## src/rtl/ahb_slave_interconnect.sv

```systemverilog
`default_nettype none
// ============================================================================
//  Module   : ahb_slave_interconnect
//  Purpose  : AHB address decoder and read-data/response multiplexer for
//             NUM_SLAVES memory slaves. It includes a built-in default slave
//             that answers unmapped NONSEQ/SEQ transfers with a two-cycle
//             ERROR response.
//  Ports    : HCLK, HRESETn (async, active-low)
//             HADDR, HTRANS, HWRITE        - master address phase
//             HSEL_S                       - one-hot slave selects
//             HRDATA_S, HRESP_S,
//             HREADYOUT_S                  - packed slave responses
//             HREADY, HRESP, HRDATA        - muxed data-phase response
//             err_count                    - ERROR response counter
//  Config   : define AHB_ERR_COUNT_EN to build the saturating error counter.
//             If it is not defined, err_count is tied to zero.
//  Revision : 1.0 - initial release
// ============================================================================
module ahb_slave_interconnect #(
    parameter int NUM_SLAVES      = 4,
    parameter int ADDR_WIDTH      = 32,
    parameter int DATA_WIDTH      = 32,
    parameter int SLAVE_ADDR_BITS = 10
) (
    input  logic                             HCLK,
    input  logic                             HRESETn,
    input  logic [ADDR_WIDTH-1:0]            HADDR,
    input  logic [1:0]                       HTRANS,
    input  logic                             HWRITE,
    output logic [NUM_SLAVES-1:0]            HSEL_S,
    input  logic [NUM_SLAVES*DATA_WIDTH-1:0] HRDATA_S,
    input  logic [NUM_SLAVES-1:0]            HRESP_S,
    input  logic [NUM_SLAVES-1:0]            HREADYOUT_S,
    output logic                             HREADY,
    output logic                             HRESP,
    output logic [DATA_WIDTH-1:0]            HRDATA,
    output logic [15:0]                      err_count
);

    localparam int IDX_W = (NUM_SLAVES > 1) ? $clog2(NUM_SLAVES) : 1;
    // This limit has one extra bit, so the comparison is exact even when the
    // mapped region covers the whole HADDR range.
    localparam logic [ADDR_WIDTH:0] C_MAP_LIMIT =
        (ADDR_WIDTH+1)'(NUM_SLAVES) << SLAVE_ADDR_BITS;

    typedef enum logic [1:0] {
        DS_IDLE = 2'd0,
        DS_ERR1 = 2'd1,
        DS_ERR2 = 2'd2
    } ds_state_t;

    ds_state_t              r_ds, w_ds_next;
    logic                   r_dp_slave, w_dp_slave_next;
    logic [IDX_W-1:0]       r_dp_idx, w_dp_idx_next;

    logic [IDX_W-1:0]       w_idx;
    logic                   w_mapped;
    logic                   w_active;
    logic                   w_hready;
    logic                   w_hresp;
    logic [DATA_WIDTH-1:0]  w_hrdata;
    logic                   w_unused;

    // HWRITE passes through to the slaves directly. HTRANS[0] only tells
    // NONSEQ apart from SEQ, and BUSY apart from IDLE.
    assign w_unused = ^{HWRITE, HTRANS[0]};

    assign w_idx    = HADDR[SLAVE_ADDR_BITS +: IDX_W];
    // A mapped address always has w_idx < NUM_SLAVES. Index values past the
    // last slave are therefore rejected here as well.
    assign w_mapped = ({1'b0, HADDR} < C_MAP_LIMIT);
    assign w_active = HTRANS[1];

    always_comb begin
        HSEL_S = '0;
        for (int i = 0; i < NUM_SLAVES; i++) begin
            HSEL_S[i] = w_mapped && (w_idx == IDX_W'(i));
        end
    end

    // Data-phase response mux
    always_comb begin
        w_hready = 1'b1;
        w_hresp  = 1'b0;
        w_hrdata = '0;
        if (r_ds != DS_IDLE) begin
            w_hready = (r_ds == DS_ERR2);
            w_hresp  = 1'b1;
        end else if (r_dp_slave) begin
            for (int i = 0; i < NUM_SLAVES; i++) begin
                if (r_dp_idx == IDX_W'(i)) begin
                    w_hready = HREADYOUT_S[i];
                    w_hresp  = HRESP_S[i];
                    w_hrdata = HRDATA_S[i*DATA_WIDTH +: DATA_WIDTH];
                end
            end
        end
    end

    assign HREADY = w_hready;
    assign HRESP  = w_hresp;
    assign HRDATA = w_hrdata;

    // Next state for the data-phase select and the default-slave FSM
    always_comb begin
        w_ds_next       = r_ds;
        w_dp_slave_next = r_dp_slave;
        w_dp_idx_next   = r_dp_idx;
        if (r_ds == DS_ERR1) begin
            w_ds_next = DS_ERR2;
        end
        if (w_hready) begin
            w_dp_slave_next = w_active && w_mapped;
            w_dp_idx_next   = w_idx;
            if (w_active && !w_mapped) begin
                w_ds_next = DS_ERR1;
            end else if (r_ds == DS_ERR2) begin
                w_ds_next = DS_IDLE;
            end
        end
    end

    always_ff @(posedge HCLK or negedge HRESETn) begin
        if (!HRESETn) begin
            r_ds       <= DS_IDLE;
            r_dp_slave <= 1'b0;
            r_dp_idx   <= '0;
        end else begin
            r_ds       <= w_ds_next;
            r_dp_slave <= w_dp_slave_next;
            r_dp_idx   <= w_dp_idx_next;
        end
    end

`ifdef AHB_ERR_COUNT_EN
    logic [15:0] r_err_count;

    // The counter increments once per completed ERROR beat and saturates
    // at all ones.
    always_ff @(posedge HCLK or negedge HRESETn) begin
        if (!HRESETn) begin
            r_err_count <= 16'd0;
        end else if (w_hresp && w_hready && (r_err_count != 16'hFFFF)) begin
            r_err_count <= r_err_count + 16'd1;
        end
    end

    assign err_count = r_err_count;
`else
    assign err_count = 16'd0;
`endif

endmodule
`default_nettype wire

```

## config.mk

```make
export PLATFORM = sky130hd
export DESIGN_NAME = ahb_slave_interconnect
export DESIGN_NICKNAME = d
export VERILOG_FILES = /design/src/rtl/ahb_slave_interconnect.sv
export SDC_FILE = /design/constraint.sdc
export NUM_CORES = 1
export LEC_CHECK = 0
export BUFFER_PORTS_ARGS = -buffer_cell sky130_fd_sc_hd__buf_2
export CORE_ASPECT_RATIO = 1.75
export CORE_MARGIN = 10
export CORE_UTILIZATION = 29
export DETAILED_ROUTE_END_ITERATION = 12
export PLACE_DENSITY = 0.89
export SETUP_SLACK_MARGIN = 0.4
export SYNTH_ARGS = -nofsm -noshare
export SYNTH_HDL_FRONTEND = slang
export SYNTH_SLANG_ARGS = --single-unit
```

## constraint.sdc

```tcl
create_clock -name HCLK -period 1.7 [get_ports HCLK]
set_input_delay 0.17 -clock HCLK [delete_from_list [all_inputs] [get_ports HCLK]]
set_output_delay 0.17 -clock HCLK [all_outputs]
set_load 0.02 [all_outputs]
```

==> reports/qor.csv <==
stage;metric;value;unit
clock_tree;Clock Latency Late Sink;0.22;ns
outcome;run status;complete, but fails checks;
final_layout;Final Net Count;506;
logic_synthesis;register area share after synthesis;8.78;%
final_layout;Filler cells;333;
power_and_ir_drop;P per Cell Area;922;nW/um2
clock_tree;total CTS buffers;3;
floorplan;die height;113;um
place;DP Area;2630;um2
logic_synthesis;synthesized area;1430;um2
route;Routed WL;8500;um
sta;Fin. Hold Viols;0;
sta;Max Fclk;540;MHz
worst_setup_path;CP Launch Type;flip-flop;
place;hpwl dp;7040;um
floorplan;Boundary Pins;227;
floorplan;die area;8230;um2
power_and_ir_drop;combinational share of power;85.2;%
logic_synthesis;Synth cell types;22;
sta;Final Skew;0.00134;ns
final_layout;area delta synth->final;129;%
power_and_ir_drop;Leak;1.61;nW
clock_tree;Sink Count;5;
sta;final-report max-slew violation count;0;
route;detail-routed via count per cell;5.12;
route;drt pass-1 iters;4;
clock_tree;clk buf depth;2;
place;IO buf count;198;
power_and_ir_drop;clock share of power;7.5;%
power_and_ir_drop;switching fraction of total power;32.0;%
floorplan;num rows;33;
power_and_ir_drop;Worst VDD drop;0.969;mV
final_layout;Design Area, Final;3260;um2
grt;GRT Util Overall;19.0;%
grt;first-pass GRT wire length;12400;um
worst_setup_path;Reg2Reg Setup Slack;0.02;ns
clock_tree;TritonCTS clock tree;built;
worst_setup_path;worst endpoint required time;1.53;ns
job;maxcap violations;0;
route;Vias;1970;
clock_tree;clk root buf;clkbuf_8;
clock_tree;CTS clk-pin slew, worst paths;0.04;ns
grt;vias in the first global route;2418;
worst_setup_path;critical path class;reg2out;
sta;min cycle time layout;1.85;ns
worst_setup_path;largest fanout on the critical path;6;
sta;Final period util;109;%
power_and_ir_drop;Pint;0.00204;W
outcome;violated checks;negative setup slack;
route;drt drc;0;
route;routed len/inst;22.1;um
grt;aggregate global routing overflow;0;
sta;Final Setup Violations;33;
place;Routability Congestion;0.792;
route;ANT nets after route;0;
floorplan;total core area;4710;um2
floorplan;Die X-Extent;73.0;um
logic_synthesis;Mapped Avg Cell Area;11.4;um2
final_layout;Core Util, Final;69.2;%
power_and_ir_drop;Net Switching;0.000959;W
clock_tree;H-tree Lvls;1;
hold_path;HP Class;in2reg;
grt;largest net degree at the start of global routing;17;
floorplan;starting density of the core;30.3;%
worst_setup_path;WP data arrival;1.68;ns
logic_synthesis;synth warn;0;
route;Iter 0 DRT Violations;61;
logic_synthesis;Synth Register Bits;5;
worst_setup_path;endpoint class of the critical path;output pin;
sta;Setup WS post-layout;-0.151;ns
sta;RSZ-0062 raised after global routing;yes;
logic_synthesis;Gate Count Post-Synth;125;
grt;initial antenna violation count;2;
final_layout;layout cells sized above 1;91.0;%
power_and_ir_drop;Seq pwr share;7.3;%
-- placed cells by master (no fill, tap or decap), types with 2 or more instances in the layout --
master,n
buf_2,156
buf_6,38
mux4_2,34
nor2b_4,30
conb_1,16
buf_4,12
buf_12,7
nor3_2,4
dfrtp_1,4
nor4_4,3
inv_1,3
clkbuf_8,3
nor2b_2,2
nor4_2,2
nand2_2,2
o21ai_1,2
-- synth_stat cells --
cell type   n  area, um2
o31ai_1     1       7.51
nor4_1      5       31.3
or3b_2      1       8.76
mux4_2     34        766
a32o_1      1       10.0
nand2_1     3       11.3
dfrtp_1     5        125
nor2b_1    32        200
o21bai_4    1       18.8
nor3_1      4       20.0
o21ai_0     2       10.0
inv_2       1       3.75
buf_1       1       3.75
nand3_1     1       5.00
and3_1      1       6.26
a211o_1     1       8.76
inv_1       3       11.3
buf_4      16        120
buf_6       1       11.3
conb_1      1       3.75
clkbuf_1    6       22.5
buf_2       4       20.0
-- final timing paths --
| check | cells after the start | to | start |
|---|---|---|---|
| max | 6 | HREADY | r_dp_idx[0]$_DFFE_PN0N_ |
| min | 2 | r_ds[0]$_DFF_PN0_ | HTRANS[1] |
| max reg2reg | 6 | r_ds[0]$_DFF_PN0_ | r_dp_idx[0]$_DFFE_PN0N_ |
| min reg2reg | 0 | r_ds[1]$_DFF_PN0_ | r_ds[0]$_DFF_PN0_ |
| max in group asynchronous | 2 | r_dp_idx[0]$_DFFE_PN0N_ | HRESETn |
| min in group asynchronous | 2 | r_ds[1]$_DFF_PN0_ | HRESETn |
-- per-stage QoR --
stage          hold WS (ns)  power (W)  std cells  setup slack (ns)  TNS, ns
2_1_floorplan        -0.126    0.00174        140            0.0864        0
3_3_place_gp        -0.0145    0.00218        372            0.0176        0
3_5_place_dp       -0.00972    0.00226        372           -0.0149  -0.0402
4_1_cts               0.199    0.00288        383            -0.211    -4.71
5_1_grt               0.222    0.00318        384            -0.205    -5.64
6_report              0.216    0.00300        385            -0.151    -3.94
-- state kept, by name (all words and copies together) (netlist names) --
register	cells
r_dp_idx	2
r_dp_slave	1
r_ds	2
-- routing by layer --
metal	GRT usage [%]	part of all wire, %	up-vias
met5	0	0.082	-
met4	7.76	2.8	2
met3	8.05	11	20
met2	34.5	57	131
met1	17.5	29	945
li1	-	-	872
-- cells by family (layout without fill, tap and decap cells) --
logic type	after synthesis	count (layout)	synth area share, %
DFF	5	5	8.78
and+or+nand+nor	47	47	19.8
buffers and inverters	32	224	13.5
AOI/OAI and AO/OA	6	6	3.86
muxes	34	34	53.7
other	1	17	0.263
-- power by group through the flow --
stage          clock (W)  sequential, W  combinational (W)
5_1_grt         0.000235       0.000232            0.00272
3_3_place_gp           0       0.000243            0.00194
4_1_cts         0.000227       0.000221            0.00243
6_report        0.000226       0.000220            0.00256
3_5_place_dp           0       0.000249            0.00201
2_1_floorplan          0       0.000193            0.00155
-- what timing repair did --
item	in CTS	in global routing
cloned	1	1
endpoints found under the hold margin	5	0
pin swaps	5	8
setup buffers	5	0
resized for setup	88	28
setup endpoints to repair	42	42
hold buffers	1	0
-- layout make-up --
class	instances	area, um2	share of cell area, %
diodes	1	2.50	0.0768
flip-flops and latches	5	126	3.88
repair buffers	216	1500	46.1
multi-input cells	103	1500	46.1
inverters	4	15.0	0.461
clock buffers	4	45.0	1.38
well taps	52	65.1	2.00
-- critical path: stages, from the launching register on --
cell	delay (ns)
dfrtp_2	0.37
buf_12	0.14
buf_6	0.09
mux4_2	0.51
o21bai_4	0.15
inv_2	0.06
buf_6	0.13
No activity file was read; power rests on OpenSTA's default activity.
